===== src/rtl/mem_arbiter.sv =====
// Two-port (fetch/data) arbiter onto a single-port byte RAM; data port has priority.
// Optional one-word fetch buffer enabled by defining FETCH_BUFFER_EN.
module mem_arbiter (
    input  logic        clock,
    input  logic        reset,
    input  logic        if_req,
    input  logic [31:0] if_addr,
    output logic        if_ready,
    output logic [31:0] if_data,
    input  logic        mem_req,
    input  logic        mem_we,
    input  logic [31:0] mem_addr,
    input  logic [1:0]  mem_len,
    input  logic [31:0] mem_wdata,
    output logic        mem_ready,
    output logic [31:0] mem_rdata,
    output logic [31:0] ram_addr,
    output logic        ram_we,
    output logic [7:0]  ram_dout,
    input  logic [7:0]  ram_din
);

    // state | meaning
    // IDLE  | waiting for a request; grant happens at the edge leaving IDLE
    // READ  | address phase (cnt < n) then one extra cycle to catch the last byte
    // WRITE | one RAM write per byte, cnt = byte index
    // DONE  | one-cycle ready pulse to the owner
    typedef enum logic [1:0] {IDLE, READ, WRITE, DONE} state_t;

    state_t      state, state_nxt;
    logic [2:0]  cnt;
    logic [2:0]  nbytes;
    logic [31:0] addr_q;
    logic [31:0] wdata_q;
    logic [1:0]  len_q;
    logic        owner_if;
    logic [31:0] rbuf;
    logic [31:0] rd_word;
    logic [31:0] rd_final;
    logic        fetch_hit;

`ifdef FETCH_BUFFER_EN
    logic        we_q;
    logic        buf_valid;
    logic [31:0] buf_addr;
    logic [31:0] buf_word;
    logic        wr_hit;

    assign fetch_hit = buf_valid && (buf_addr == if_addr);

    // Modulo-2^32 distance from the buffered base catches wrap-around overlaps.
    always_comb begin
        wr_hit = 1'b0;
        for (int k = 0; k < 4; k++) begin
            if ((3'(k) < nbytes) && ((addr_q + 32'(k) - buf_addr) < 32'd4))
                wr_hit = 1'b1;
        end
    end
`else
    assign fetch_hit = 1'b0;
`endif

    always_comb begin
        case (len_q)
            2'b00:   nbytes = 3'd1;
            2'b01:   nbytes = 3'd2;
            default: nbytes = 3'd4;
        endcase
    end

    // Byte cnt-1 arrives on ram_din this cycle; merge it before it is registered.
    always_comb begin
        rd_word = rbuf;
        case (cnt)
            3'd1:    rd_word[7:0]   = ram_din;
            3'd2:    rd_word[15:8]  = ram_din;
            3'd3:    rd_word[23:16] = ram_din;
            3'd4:    rd_word[31:24] = ram_din;
            default: rd_word = rbuf;
        endcase
        case (len_q)
            2'b00:   rd_final = rd_word & 32'h0000_00FF;
            2'b01:   rd_final = rd_word & 32'h0000_FFFF;
            default: rd_final = rd_word;
        endcase
    end

    always_comb begin
        state_nxt = state;
        ram_addr  = 32'd0;
        ram_we    = 1'b0;
        ram_dout  = 8'd0;
        if_ready  = 1'b0;
        mem_ready = 1'b0;
        case (state)
            IDLE: begin
                if (mem_req)
                    state_nxt = mem_we ? WRITE : READ;
                else if (if_req)
                    state_nxt = fetch_hit ? DONE : READ;
            end
            READ: begin
                if (cnt < nbytes)
                    ram_addr = addr_q + {29'd0, cnt};
                if (cnt == nbytes)
                    state_nxt = DONE;
            end
            WRITE: begin
                ram_we   = 1'b1;
                ram_addr = addr_q + {29'd0, cnt};
                case (cnt)
                    3'd0:    ram_dout = wdata_q[7:0];
                    3'd1:    ram_dout = wdata_q[15:8];
                    3'd2:    ram_dout = wdata_q[23:16];
                    default: ram_dout = wdata_q[31:24];
                endcase
                if (cnt == nbytes - 3'd1)
                    state_nxt = DONE;
            end
            DONE: begin
                if_ready  = owner_if;
                mem_ready = !owner_if;
                state_nxt = IDLE;
            end
            default: state_nxt = IDLE;
        endcase
    end

    always_ff @(posedge clock) begin
        if (!reset) begin
            state     <= IDLE;
            cnt       <= 3'd0;
            addr_q    <= 32'd0;
            wdata_q   <= 32'd0;
            len_q     <= 2'b11;
            owner_if  <= 1'b0;
            rbuf      <= 32'd0;
            if_data   <= 32'd0;
            mem_rdata <= 32'd0;
`ifdef FETCH_BUFFER_EN
            we_q      <= 1'b0;
            buf_valid <= 1'b0;
            buf_addr  <= 32'd0;
            buf_word  <= 32'd0;
`endif
        end else begin
            state <= state_nxt;
            case (state)
                IDLE: begin
                    if (mem_req || if_req) begin
                        cnt      <= 3'd0;
                        rbuf     <= 32'd0;
                        owner_if <= !mem_req;
                        if (mem_req) begin
                            addr_q  <= mem_addr;
                            len_q   <= mem_len;
                            wdata_q <= mem_wdata;
`ifdef FETCH_BUFFER_EN
                            we_q    <= mem_we;
`endif
                        end else begin
                            addr_q  <= if_addr;
                            len_q   <= 2'b11;
                            wdata_q <= 32'd0;
`ifdef FETCH_BUFFER_EN
                            we_q    <= 1'b0;
                            if (fetch_hit)
                                if_data <= buf_word;
`endif
                        end
                    end
                end
                READ: begin
                    cnt  <= cnt + 3'd1;
                    rbuf <= rd_word;
                    if (cnt == nbytes) begin
                        if (owner_if) begin
                            if_data <= rd_final;
`ifdef FETCH_BUFFER_EN
                            buf_valid <= 1'b1;
                            buf_addr  <= addr_q;
                            buf_word  <= rd_final;
`endif
                        end else begin
                            mem_rdata <= rd_final;
                        end
                    end
                end
                WRITE: cnt <= cnt + 3'd1;
                DONE: begin
`ifdef FETCH_BUFFER_EN
                    if (!owner_if && we_q && wr_hit)
                        buf_valid <= 1'b0;
`endif
                end
                default: ;
            endcase
        end
    end

endmodule


===== config.mk =====
export PLATFORM = sky130hd
export DESIGN_NAME = mem_arbiter
export DESIGN_NICKNAME = d
export VERILOG_FILES = /design/src/rtl/mem_arbiter.sv
export SDC_FILE = /design/constraint.sdc
export NUM_CORES = 1
export LEC_CHECK = 0
export ABC_CLOCK_PERIOD_IN_PS = 7600
export BUFFER_PORTS_ARGS = -buffer_cell sky130_fd_sc_hd__buf_4
export CAP_MARGIN = 10
export CORE_ASPECT_RATIO = 1.75
export CORE_UTILIZATION = 45
export DETAILED_ROUTE_END_ITERATION = 8
export GPL_TIMING_DRIVEN = 0
export MAX_ROUTING_LAYER = met4
export PLACE_DENSITY = 0.7
export SLEW_MARGIN = 40
export SYNTH_ARGS = -nofsm -noshare
export SYNTH_HDL_FRONTEND = slang
export SYNTH_SLANG_ARGS = --single-unit

===== constraint.sdc =====
create_clock -name clock -period 7.6 [get_ports clock]
set_input_delay 1.52 -clock clock [delete_from_list [all_inputs] [get_ports clock]]
set_output_delay 1.52 -clock clock [all_outputs]
set_load 0.05 [all_outputs]

### Yosys cells after proc, flatten, opt, wreduce, memory -nomap -nowiden

Cells that the tools add are included.

* flip-flop bits (word level): 168
* bits of input ports: 111
* word-level logic and storage cells: 69

* bitwise operators: 1
* mux-type cells: 26
* eq/ne operators: 14
* reductions and logical operators: 15
* add/sub/neg operators: 3
* $lt $le $gt $ge: 1

Operators by type and width (number)
* 32-bit case mux with 2 select lines: 3
* 32-bit two-way mux: 4
* 8-bit two-way mux: 5
* 32-bit by 3-bit adder with 32-bit output: 1
* 8-bit case mux with 3 select lines: 1
* 2-bit two-way mux: 6
* 3-bit case mux with 2 select lines: 2
* 3-bit AND reduction: 3
* 2-bit case mux with 4 select lines: 1
* 3-bit by 2-bit equality test with 1-bit output (second input constant): 2
* 3-bit equality test: 2
* 2-bit inequality test (second input constant): 3
* 2-bit AND reduction: 3
* 2-bit by 1-bit equality test with 1-bit output (second input constant): 2
* 2-bit equality test (second input constant): 2
* 2-bit zero test: 2
* 2-bit nonzero test: 2
* 3-bit by 1-bit adder with 3-bit output (second input constant): 1
* 3-bit by 1-bit equality test with 1-bit output (second input constant): 1
* 3-bit equality test (second input constant): 1
* 3-bit zero test: 1
* 3-bit less-than comparator: 1
* 1-bit two-way mux: 3
* 3-bit two-way mux: 1
* other kinds (6): 7

### Logic depth before layout (Yosys ltp)

* depth in word-level cells: 6
* depth in mapped cells: 11
* mapped depth without buffers: 8

### Worst setup path before layout

No wires, ideal clock.

* path type: register to output
* from: register len_q[1]
* to: output ram_addr[10]
* stages on the path, launching flop included: 12
* path buffers: 3
* arrival time: 3.006 ns
* path slack: 3.074 ns
* data required time: 6.080 ns
* cell sequence: dfxtp_1 or2_2 ha_1 clkinv_1 buf_1 ha_1 nor2b_1 o21ai_0 nand2_1 clkbuf_1 clkbuf_1 nor2_1

* word-level cells in the longest chain between the ends: 5
* elaborated cells on any way between the ends: 6
* those cells by class: order compare: 1; eq/ne: 1; mux: 3; reduce/logical: 1

RTL lines
* from (decl): line 35 `logic [1:0] len_q;`
* from (signal assigned): line 156 `len_q <= mem_len;`
* 2-bit by 1-bit equality test with 1-bit output / 2-bit zero test (equally long branches): line 64 `case (len_q)`
* 3-bit case mux with 2 select lines *: line 64
* 3-bit less-than comparator *: line 103 `if (cnt < nbytes)`
* 32-bit two-way mux *: line 103
* 32-bit case mux with 2 select lines *: line 95 `case (state)`
* to (decl): line 17 `output logic [31:0] ram_addr,`

Every way passes the cells marked *; elsewhere a longest branch is shown, timed or not.

### Worst setup path after layout

* from: register len_q[1]
* to: output ram_addr[6]

Same word-level chain as after synthesis.

==> impl_metrics.tcl <==
set metrics [dict create \
    min_path_cells 2 \
    io_buffers 208 \
    rows 66 \
    gp_congestion 0.9217 \
    fin_crit_sh_pct 70.05 \
    die_area_mm2 0.01951 \
    r2r-start "len_q[1]" \
    die_width_um 106.0 \
    wl_per_cell_um 17.78 \
    max_clock_freq_mhz 187.8 \
    num_io_pins 218 \
    r2r_slack_ns 4.50 \
    slew_viol_final 0 \
    syn_area_mm2 0.008521 \
    yosys_warnings 0 \
    synth-seq-cells 168 \
    arrival_ns 3.80 \
    setup.worst_path.start_class "flip-flop" \
    htreeDepth 4 \
    finalInstanceArea_mm2 0.01098 \
    fin_skew_ns 0.01002 \
    endpoint_kind "output port" \
    syn2layout_area_growth_pct 28.90 \
    gr-total-overflow 0 \
    cts-resized-gates 0 \
    tns_ns 0 \
    ys_dominant_reg_cell "dfxtp_1" \
    worst_pin_slew_ns 0.7703 \
    first_pass_iters 5 \
    min_period_ns 5.324 \
    status "finished, final reports clean" \
    start_util_pct 45.86 \
    cts.clk_slew.worst_paths_ns 0.07 \
    crit_required_ns 6.08 \
    placed_cells 1420 \
    ant_nets 0 \
    power_density_mw_per_mm2 261.1 \
    critical_path_class "flip-flop to output port" \
    cts_buffers 17 \
    holdBufCountCts 0 \
    cts_tree "yes" \
    peakVddDrop_v 0.0001275 \
    setup_ws_ns 2.276 \
    drtIter0Drc 402 \
    r2r-end "mem_rdata[27]" \
    syn-instance-count 974 \
    nets 1331 \
    rsz0062_at_grt "no" \
    root_buffer "clkbuf_16" \
    dp_hpwl_um 19870 \
    synth-edff-count 0 \
    hp-class "flip-flop to flip-flop" \
    clockBufferDepth 2 \
    grt_pass1_vias 7896 \
    drive_gt1_share_pct 23.15 \
    finalSetupViolations 0 \
    grt_usage_pct 27.39 \
    grt_pass1_wl_um 40270 \
    hold_end "if_data[21]" \
    syn_avg_cell_area_um2 8.748 \
    clock_sinks 168 \
    yosys.cell_types.count 55 \
    fillerInstances 1751 \
    via_per_inst 5.570 \
    cp_max_fo 10 \
    hp-start "if_data[21]" \
    coreArea_mm2 0.01858 \
    antenna_found_initial 0 \
    drc_errors 0 \
    leakagePower_uw 0.004764 \
    r2r_cells 10 \
    max_cap_viol_count 0 \
    grt_max_degree 17 \
    placedInstanceArea_mm2 0.01039 \
    vias 8088 \
    chipHeight_um 184.0 \
    synth_seq_area_share_pct 39.47 \
    hold_viol 0 \
    slew_headroom_pct 48.30 \
    cts_setup_buffers 0 \
    fin_util_pct 59.11 \
    pre_cts_ws_ns 2.720 \
    synthArstFlopShare_pct 0 \
    finalNonFillerCells 1452 \
    clk_latency_ns 0.43 \
    mostFrequentLayoutCell "buf_4" \
    antenna_cells 0 \
    layout_common_cells "208 x buf_4, 168 x dfxtp_1, 155 x nand2_1, 80 x nor2b_1, 71 x clkbuf_1" \
    routed_wl_um 25820 \
    syn_nets 1104 \
]
-- area by class of cell --
type | count | area (um2) | share of cell area (%)
plain buffers | 87 | 351.6 | 3.201
multi-input cells | 706 | 4762 | 43.36
clock buffers | 20 | 456.7 | 4.158
flip-flops and latches | 168 | 3363 | 30.62
well taps | 238 | 297.8 | 2.711
clock inverters | 12 | 141.4 | 1.287
repair buffers | 208 | 1562 | 14.22
inverters | 13 | 48.80 | 0.4443
-- worst max-delay path, stage by stage (launching register included) --
cell,delay [ns]
dfxtp_1,0.34
nand2b_1,0.20
ha_1,0.22
clkinv_1,0.27
buf_1,0.33
ha_1,0.40
nor2b_1,0.14
o21ai_0,0.21
nand2_1,0.14
clkbuf_1,0.43
clkbuf_1,0.38
nor2_1,0.11
buf_4,0.20
-- power breakdown --
group | total (uW) | switching (uW) | internal [uW] | leakage (uW)
clock | 880 | 374 | 506 | 0.000287
combinational | 913 | 594 | 319 | 0.00311
sequential | 1070 | 97.0 | 978 | 0.00137
-- registers in the layout (all words and copies together) (netlist names) --
signal     count
addr_q        32
cnt            3
if_data       32
len_q          2
mem_rdata     32
owner_if       1
rbuf          32
state          2
wdata_q       32
-- routing by layer --
metal	vias up	part of all wire (%)	GRT usage, %
met5	-	0	-
met4	0	4.2	13.56
met3	60	4.9	3.970
met2	307	55	51.11
met1	3785	36	27.44
li1	3936	-	-
-- kinds of logic (layout without fill, tap and decap cells) --
family / after synthesis / in the layout / synth area share, %
simple gates: 362 / 362 / 21.64
compound gates: 254 / 254 / 22.85
flops: 168 / 168 / 39.47
buf+inv: 100 / 340 / 4.699
mux: 59 / 59 / 7.049
fa+ha+maj: 19 / 19 / 2.878
xor+xnor: 12 / 12 / 1.410
-- Yosys cell counts (8+ instances only) --
cell type	n	area [um2]
a21boi_0	48	360.4
nor2_1	29	108.9
mux2_2	8	90.09
buf_2	14	70.07
ha_1	18	225.2
o211a_1	45	450.4
nand3_1	35	175.2
o31ai_1	18	135.1
inv_1	12	45.04
a22oi_1	64	480.5
a21oi_1	38	190.2
clkbuf_1	70	262.8
or4_1	16	120.1
a222oi_1	8	80.08
and3_1	12	75.07
nor2b_1	80	500.5
nand2_1	155	581.8
mux2i_1	51	510.5
xnor2_1	9	78.83
a21bo_2	8	80.08
dfxtp_1	168	3363
-- worst max path at each step --
stage,from,endpoint,slack (ns)
global route,len_q[1],ram_addr[2],1.96
global placement,len_q[1],ram_addr[5],2.78
finish,len_q[1],ram_addr[6],2.28
detailed placement,len_q[1],ram_addr[2],2.72
floorplan,len_q[1],ram_addr[10],3.07
CTS,len_q[1],ram_addr[2],2.25
-- through the flow --
step           hold WS [ns]  power [uW]
2_1_floorplan        0.4665        1700
3_3_place_gp         0.4516        1982
3_5_place_dp         0.4582        1999
4_1_cts              0.4678        2878
5_1_grt              0.4801        3010
6_report             0.4621        2867
Note: power is estimated with default switching activity, not from simulation.
